$ cat src/rtl/agv_axil_master.sv
// AXI4-Lite single-access initiator: one command in, one AXI-Lite transaction out, one response strobe.
// Optional watchdog abort is compiled in with `define AGV_AXIL_TIMEOUT_EN.
`timescale 1ns/1ps
module agv_axil_master #(
  parameter int unsigned C_M00_AXI_DATA_WIDTH = 32,
  parameter int unsigned C_M00_AXI_ADDR_WIDTH = 4
) (
  input  logic                                m00_axi_aclk,
  input  logic                                m00_axi_aresetn,
  input  logic                                cmd_valid,
  output logic                                cmd_ready,
  input  logic                                cmd_write,
  input  logic [C_M00_AXI_ADDR_WIDTH-1:0]     cmd_addr,
  input  logic [C_M00_AXI_DATA_WIDTH-1:0]     cmd_wdata,
  input  logic [C_M00_AXI_DATA_WIDTH/8-1:0]   cmd_wstrb,
  output logic                                rsp_valid,
  output logic [C_M00_AXI_DATA_WIDTH-1:0]     rsp_rdata,
  output logic [1:0]                          rsp_resp,
  output logic                                busy,
  output logic [C_M00_AXI_ADDR_WIDTH-1:0]     m00_axi_awaddr,
  output logic [2:0]                          m00_axi_awprot,
  output logic                                m00_axi_awvalid,
  input  logic                                m00_axi_awready,
  output logic [C_M00_AXI_DATA_WIDTH-1:0]     m00_axi_wdata,
  output logic [C_M00_AXI_DATA_WIDTH/8-1:0]   m00_axi_wstrb,
  output logic                                m00_axi_wvalid,
  input  logic                                m00_axi_wready,
  input  logic [1:0]                          m00_axi_bresp,
  input  logic                                m00_axi_bvalid,
  output logic                                m00_axi_bready,
  output logic [C_M00_AXI_ADDR_WIDTH-1:0]     m00_axi_araddr,
  output logic [2:0]                          m00_axi_arprot,
  output logic                                m00_axi_arvalid,
  input  logic                                m00_axi_arready,
  input  logic [C_M00_AXI_DATA_WIDTH-1:0]     m00_axi_rdata,
  input  logic [1:0]                          m00_axi_rresp,
  input  logic                                m00_axi_rvalid,
  output logic                                m00_axi_rready
);

  localparam int unsigned DW = C_M00_AXI_DATA_WIDTH;
  localparam int unsigned AW = C_M00_AXI_ADDR_WIDTH;
  localparam int unsigned SW = C_M00_AXI_DATA_WIDTH / 8;

  typedef enum logic [2:0] {StIdle, StWr, StWrResp, StRdAddr, StRdData} state_e;

  state_e          state_q, state_d;
  logic            cmd_ready_q, cmd_ready_d;
  logic            awvalid_q, awvalid_d;
  logic            wvalid_q, wvalid_d;
  logic            bready_q, bready_d;
  logic            arvalid_q, arvalid_d;
  logic            rready_q, rready_d;
  logic [AW-1:0]   addr_q, addr_d;
  logic [DW-1:0]   wdata_q, wdata_d;
  logic [SW-1:0]   wstrb_q, wstrb_d;
  logic            rsp_valid_q, rsp_valid_d;
  logic [DW-1:0]   rsp_rdata_q, rsp_rdata_d;
  logic [1:0]      rsp_resp_q, rsp_resp_d;
  logic            accept, b_hs, r_hs, timeout;

  assign accept = cmd_valid && cmd_ready_q;
  assign b_hs   = m00_axi_bvalid && bready_q;
  assign r_hs   = m00_axi_rvalid && rready_q;

`ifdef AGV_AXIL_TIMEOUT_EN
  logic [15:0] wd_q, wd_d, wd_inc;

  assign wd_inc  = wd_q + 16'd1;
  assign timeout = (state_q != StIdle) && (wd_inc == 16'hFFFF);

  always_comb begin
    wd_d = wd_q;
    if (accept) begin
      wd_d = '0;
    end else if (state_q != StIdle) begin
      wd_d = wd_inc;
    end
  end

  always_ff @(posedge m00_axi_aclk or negedge m00_axi_aresetn) begin
    if (!m00_axi_aresetn) begin
      wd_q <= '0;
    end else begin
      wd_q <= wd_d;
    end
  end
`else
  assign timeout = 1'b0;
`endif

  always_ff @(posedge m00_axi_aclk or negedge m00_axi_aresetn) begin
    if (!m00_axi_aresetn) begin
      state_q <= StIdle;
    end else begin
      state_q <= state_d;
    end
  end

  always_comb begin
    state_d = state_q;
    unique case (state_q)
      StIdle:   if (accept) state_d = cmd_write ? StWr : StRdAddr;
      // A channel counts as done once its valid has dropped or is being accepted now.
      StWr:     if ((!awvalid_q || m00_axi_awready) && (!wvalid_q || m00_axi_wready)) begin
                  state_d = StWrResp;
                end
      StWrResp: if (b_hs) state_d = StIdle;
      StRdAddr: if (m00_axi_arready) state_d = StRdData;
      StRdData: if (r_hs) state_d = StIdle;
      default:  state_d = StIdle;
    endcase
    if (timeout) state_d = StIdle;
  end

  always_comb begin
    awvalid_d   = 1'b0;
    wvalid_d    = 1'b0;
    addr_d      = addr_q;
    wdata_d     = wdata_q;
    wstrb_d     = wstrb_q;
    rsp_valid_d = 1'b0;
    rsp_rdata_d = rsp_rdata_q;
    rsp_resp_d  = rsp_resp_q;
    unique case (state_q)
      StIdle: begin
        if (accept) begin
          addr_d = cmd_addr;
          if (cmd_write) begin
            awvalid_d = 1'b1;
            wvalid_d  = 1'b1;
            wdata_d   = cmd_wdata;
            wstrb_d   = cmd_wstrb;
          end
        end
      end
      StWr: begin
        awvalid_d = awvalid_q && !m00_axi_awready;
        wvalid_d  = wvalid_q && !m00_axi_wready;
      end
      StWrResp: begin
        if (b_hs) begin
          rsp_valid_d = 1'b1;
          rsp_rdata_d = '0;
          rsp_resp_d  = m00_axi_bresp;
        end
      end
      StRdData: begin
        if (r_hs) begin
          rsp_valid_d = 1'b1;
          rsp_rdata_d = m00_axi_rdata;
          rsp_resp_d  = m00_axi_rresp;
        end
      end
      default: ;
    endcase
    if (timeout) begin
      awvalid_d   = 1'b0;
      wvalid_d    = 1'b0;
      rsp_valid_d = 1'b1;
      rsp_resp_d  = 2'b11;
      rsp_rdata_d = DW'(32'hDEAD_BEEF);
    end
    arvalid_d   = (state_d == StRdAddr);
    bready_d    = (state_d == StWrResp);
    rready_d    = (state_d == StRdData);
    // Hold off new commands during the response cycle so the caller sees the result first.
    cmd_ready_d = (state_d == StIdle) && !rsp_valid_d;
  end

  always_ff @(posedge m00_axi_aclk or negedge m00_axi_aresetn) begin
    if (!m00_axi_aresetn) begin
      cmd_ready_q <= 1'b0;
      awvalid_q   <= 1'b0;
      wvalid_q    <= 1'b0;
      bready_q    <= 1'b0;
      arvalid_q   <= 1'b0;
      rready_q    <= 1'b0;
      addr_q      <= '0;
      wdata_q     <= '0;
      wstrb_q     <= '0;
      rsp_valid_q <= 1'b0;
      rsp_rdata_q <= '0;
      rsp_resp_q  <= '0;
    end else begin
      cmd_ready_q <= cmd_ready_d;
      awvalid_q   <= awvalid_d;
      wvalid_q    <= wvalid_d;
      bready_q    <= bready_d;
      arvalid_q   <= arvalid_d;
      rready_q    <= rready_d;
      addr_q      <= addr_d;
      wdata_q     <= wdata_d;
      wstrb_q     <= wstrb_d;
      rsp_valid_q <= rsp_valid_d;
      rsp_rdata_q <= rsp_rdata_d;
      rsp_resp_q  <= rsp_resp_d;
    end
  end

  assign cmd_ready       = cmd_ready_q;
  assign busy            = (state_q != StIdle);
  assign rsp_valid       = rsp_valid_q;
  assign rsp_rdata       = rsp_rdata_q;
  assign rsp_resp        = rsp_resp_q;
  assign m00_axi_awaddr  = addr_q;
  assign m00_axi_araddr  = addr_q;
  assign m00_axi_awprot  = 3'b000;
  assign m00_axi_arprot  = 3'b000;
  assign m00_axi_awvalid = awvalid_q;
  assign m00_axi_wdata   = wdata_q;
  assign m00_axi_wstrb   = wstrb_q;
  assign m00_axi_wvalid  = wvalid_q;
  assign m00_axi_bready  = bready_q;
  assign m00_axi_arvalid = arvalid_q;
  assign m00_axi_rready  = rready_q;

endmodule

$ cat config.mk
export PLATFORM = sky130hd
export DESIGN_NAME = agv_axil_master
export DESIGN_NICKNAME = d
export VERILOG_FILES = /design/src/rtl/agv_axil_master.sv
export SDC_FILE = /design/constraint.sdc
export NUM_CORES = 1
export LEC_CHECK = 0
export ABC_AREA = 1
export CAP_MARGIN = 10
export CORE_ASPECT_RATIO = 1.75
export CORE_UTILIZATION = 44
export DETAILED_ROUTE_END_ITERATION = 7
export PLACE_DENSITY = 0.87
export SLEW_MARGIN = 20
export SYNTH_ARGS = -nofsm -noshare
export SYNTH_HDL_FRONTEND = slang
export SYNTH_SLANG_ARGS = --single-unit
$ cat constraint.sdc
create_clock -name m00_axi_aclk -period 3.56 [get_ports m00_axi_aclk]
set_clock_uncertainty 0.2 [all_clocks]
set_input_delay 0.712 -clock m00_axi_aclk [delete_from_list [all_inputs] [get_ports m00_axi_aclk]]
set_output_delay 0.712 -clock m00_axi_aclk [all_outputs]
set_load 0.01 [all_outputs]
# --- After elaboration in Yosys (flattened, before gate mapping) ---
# Index checks and enable logic that the tools add are counted.
word_totals:
  reg_bits: 84
  input_bits: 85
  output_inout_bits: 92
  word_cells: 63
classes:
  eq_ne: 9
  mux: 20
  n_reduce_logical: 21
op_table:
  columns: ["operator", "n"]
  rows:
  - ["$mux W32", 2]
  - ["$pmux W32 S2", 1]
  - ["$mux W3", 5]
  - ["$pmux W3 S5", 1]
  - ["$eq A3 B2 Y1 const B", 4]
  - ["$logic_and A1 B1 Y1", 7]
  - ["$eq A3 B3 Y1 const B", 2]
  - ["$logic_not A3 Y1", 2]
  - ["$mux W2", 3]
  - ["$pmux W1 S2", 3]
  - ["$reduce_and A3 Y1", 2]
  - ["$logic_not A1 Y1", 5]
  - ["$mux W1", 4]
  - ["$ne A2 B2 Y1 const B", 2]
  - ["$pmux W2 S2", 1]
  - ["$eq A3 B1 Y1 const B", 1]
  - ["$reduce_bool A3 Y1", 1]
  - ["$logic_or A1 B1 Y1", 2]
  - ["$reduce_and A2 Y1", 1]
  - ["$reduce_bool A2 Y1", 1]

# --- Depth between registers and ports, before layout ---
logic_depth:
  depth_word: 7
  depth_mapped: 9
  ltp_nobuf: 8

# --- Least setup slack after synthesis ---
# No wires, ideal clock.
synth_timing:
  path_kind: "input-to-reg"
  startpoint: "input port cmd_valid"
  endpoint: "register wdata_q[15] (netlist: m00_axi_wdata[15])"
  setup_ns: 0.117
  arrival_time_ns: 1.442
  path_slack_ns: 1.801
  stages: 9
  n_path_buf: 2
  cell_sequence: "nand2_1 > inv_1 > nand3_2 > inv_2 > nand2_1 > buf_4 > buf_6 > nand2_1 > nand2_1"
synth_between:
  elab_chain_len: 2
synth_lines:
  columns: ["item", "line_no", "rtl"]
  rows:
  - ["start, declared", "10", "input logic cmd_valid,"]
  - ["$logic_and A1 B1 Y1", "62", "assign accept = cmd_valid && cmd_ready_q;"]
  - ["$reduce_and A3 Y1 (no source line)", null, null]
  - ["end signal, assigned", "193", "wdata_q <= wdata_d;"]
  - ["end, declared", "55", "logic [DW-1:0] wdata_q, wdata_d;"]
# No other way between the ends.
# A chain may end at the register's enable or synchronous reset.

# --- Worst setup path in the final report ---
layout_timing:
  startpoint: "register state_q[1]"
  endpoint: "register rsp_rdata_q[22] (netlist: rsp_rdata[22])"
layout_between:
  elab_chain_len: 3
layout_lines:
  columns: ["item", "line_no", "rtl"]
  rows:
  - ["start, declared", "47", "state_e state_q, state_d;"]
  - ["start signal, assigned", "94", "state_q <= StIdle;"]
  - ["start signal, assigned", "96", "state_q <= state_d;"]
  - ["$eq A3 B3 Y1 / $eq A3 B2 Y1 (equally long branches)", "125", "unique case (state_q)"]
  - ["$ne A2 B2 Y1 (no source line) / $reduce_bool A2 Y1 (equally long branches)", null, null]
  - ["$reduce_and A3 Y1 (no source line)", null, null]
  - ["end signal, assigned", "196", "rsp_rdata_q <= rsp_rdata_d;"]
  - ["end, declared", "58", "logic [DW-1:0] rsp_rdata_q, rsp_rdata_d;"]
# Parallel ways exist; a longest one is shown, timed or not.

==> results.json <==
{
  "grt-ovfl-total": 0,
  "ioPinCount": 177,
  "path_cells": "nor2_4 > nand2_4 > inv_4 > nand3_4 > nand2_4 > nand3_1 > nand2_1",
  "numCtsBuffers": 9,
  "rsz0062_at_grt": "no",
  "cp_max_fo": 36,
  "clock-root-buffer": "clkbuf_16",
  "ir_drop_mv": 0.487,
  "tightest_slew_ns": 0.763,
  "fp-row-count": 43,
  "gp_congestion": 0.828,
  "drt.antenna.violating_nets": 0,
  "grt_pass1_wl_mm": 16.1,
  "drt-initial-drc-count": 201,
  "antenna_found_initial": 0,
  "synth.avg_cell_area_um2": 9.19,
  "wire_per_inst_um": 15.5,
  "drtPass1Iterations": 7,
  "synth_cell_types": 22,
  "fin_nets": 643,
  "powerDensity_nw_per_um2": 668,
  "diodes": 0,
  "hold_class": "in -> async",
  "path_clk_slew_ns": 0.06,
  "yosys.area_share.simple_pct": 35.0,
  "failed_checks": "DRC",
  "synth_xor_area_share_pct": 0,
  "grt_pass1_vias": 3444,
  "synth_cells": 402,
  "dp_hpwl_mm": 7.23,
  "syn_to_final_growth_pct": 52.4,
  "die_area_um2": 8780,
  "min_period_ns": 2.63,
  "p_leak_nw": 2.74,
  "reg2reg_slack_ns": 0.93,
  "num_vias": 3365,
  "crit_arrival_ns": 2.70,
  "ctsResizeCount": 0,
  "fillCellCount": 602,
  "routed_wl_mm": 10.1,
  "critPathLaunchType": "flop",
  "core_um2": 8020,
  "finalHoldWorstSlack_ns": 0.192,
  "hold_buffers": 0,
  "fin_crit_sh_pct": 73.9,
  "fin_tns_setup_ns": 0,
  "required_ns": 3.63,
  "cpMostUsedCell": "nand2_4",
  "ys_seq_elements": 84,
  "finalMaxSlewViolations": 0,
  "synth.area.mux_share_pct": 0,
  "final_util_pct": 70.2,
  "port_buffers": 170,
  "clk-insertion-delay-late_ns": 0.33,
  "netlist_area_um2": 3690,
  "die_w_um": 71.3,
  "synth_warnings": 0,
  "grtUsageTotal_pct": 24.0,
  "drcViolationCount": 10,
  "cts_max_level": 3,
  "critPathSlowestCell": "nand2_4",
  "hold_violations": 0,
  "worst-setup-path-type": "reg -> reg",
  "endpoint_kind": "flop",
  "crit_path_max_incr_delay_ns": 0.54,
  "via_per_inst": 5.16,
  "maxCapViolations": 0,
  "relSlewSlack_pct": 49.1,
  "fmax_ghz": 0.380,
  "synth_top_family_by_area": "simple AND/OR/NAND/NOR gates",
  "setup_violations": 0,
  "post_cts_buffers": 0,
  "synth_compound_area_share_pct": 0.678,
  "start_util_pct": 46.1,
  "status": "complete, but fails checks",
  "yosys.area_share.adder_pct": 0,
  "clock_path_buffers": 2,
  "cts.sinks": 84,
  "seq_area_frac_synth_pct": 56.9,
  "final_layout_size_suffix_gt1_share_pct": 9.07,
  "cts_tree": "yes",
  "die_y_um": 123,
  "grt_max_degree": 85
}
worst paths after layout:
kind / startpoint / to / cells past startpoint
setup / recovery: state_q[1] / rsp_rdata[22] / 7
hold reg to reg: m00_axi_wstrb[0] / m00_axi_wstrb[0] / 2
setup reg to reg: state_q[1] / rsp_rdata[22] / 7
min in group m00_axi_aclk: m00_axi_wstrb[0] / m00_axi_wstrb[0] / 2
max in group asynchronous: m00_axi_aresetn / rsp_rdata[29] / 1
hold / removal: m00_axi_aresetn / m00_axi_araddr[2] / 1
power by group:
part | internal (mW) | switching [mW] | total, mW
combinational | 0.741 | 0.689 | 1.43
sequential | 1.24 | 0.186 | 1.42
clock | 0.554 | 0.354 | 0.909
routing by layer:
metal  share of wire, %  track usage, %
met1                 35            25.5
met2                 53            42.3
met3                9.8            9.78
met4                1.9            8.50
met5                  0               0
state kept, by name, indices dropped and copies added (netlist names):
name and cells:
m00_axi_rready 1, m00_axi_wdata 32, rsp_rdata 32, m00_axi_wvalid 1, m00_axi_arvalid 1, m00_axi_araddr 4, rsp_valid 1, cmd_ready 1
state_q 3, m00_axi_awvalid 1, m00_axi_wstrb 4, m00_axi_bready 1, rsp_resp 2
worst max-delay path, delay by kind of cell (launching register included):
family | cells | cell delay [ns]
and+or+nand+nor | 6 | 1.52
DFF | 1 | 0.44
buffers and inverters | 1 | 0.38
per-stage QoR:
stage	setup WS [ns]	instance area (um2)	instances	power (mW)
after detailed placement	0.859	5340	637	2.87
after global routing	0.711	5630	652	3.98
final	0.928	5630	652	3.76
after floorplan	1.80	3710	407	2.06
after global placement	0.947	5340	637	2.81
after CTS	0.886	5630	652	3.80
logic make-up (layout without fill, tap and decap cells):
| kind of cell | Yosys count | in the layout |
|---|---|---|
| simple gates | 265 | 265 |
| flops | 84 | 84 |
| buf+inv | 47 | 202 |
| compound gates | 5 | 5 |
| other cells | 1 | 6 |
layout make-up:
| cell class | instances | area (um2) | share of cell area (%) |
|---|---|---|---|
| repair buffers | 174 | 1730 | 30.8 |
| inverters | 13 | 51.3 | 0.911 |
| flip-flops and latches | 84 | 2100 | 37.3 |
| multi-input cells | 276 | 1340 | 23.8 |
| well taps | 90 | 113 | 2.00 |
| clock inverters | 5 | 52.6 | 0.933 |
| clock buffers | 10 | 239 | 4.24 |
layout by cell type (no fill, tap or decap), drive strengths merged:
cell           count
nor3               1
clkinvlp           1
inv               13
a21oi              1
nor2               7
conb               6
nand2            147
nand3            109
dfrtp             84
clkdlybuf4s50    169
bufinv             1
clkinv             3
buf                5
nand4              1
o21ai              4
clkbuf            10
cells in the mapped netlist (all sizes together):
master / instances / area share (%)
nor2: 7 / 0.98
o21ai: 4 / 0.54
nand4: 1 / 0.58
nand3: 109 / 18
clkbuf: 7 / 0.71
conb: 1 / 0.10
buf: 27 / 5.2
a21oi: 1 / 0.14
dfrtp: 84 / 57
inv: 13 / 1.4
nor3: 1 / 0.14
nand2: 147 / 15
Power figures use the tool's default switching activity.
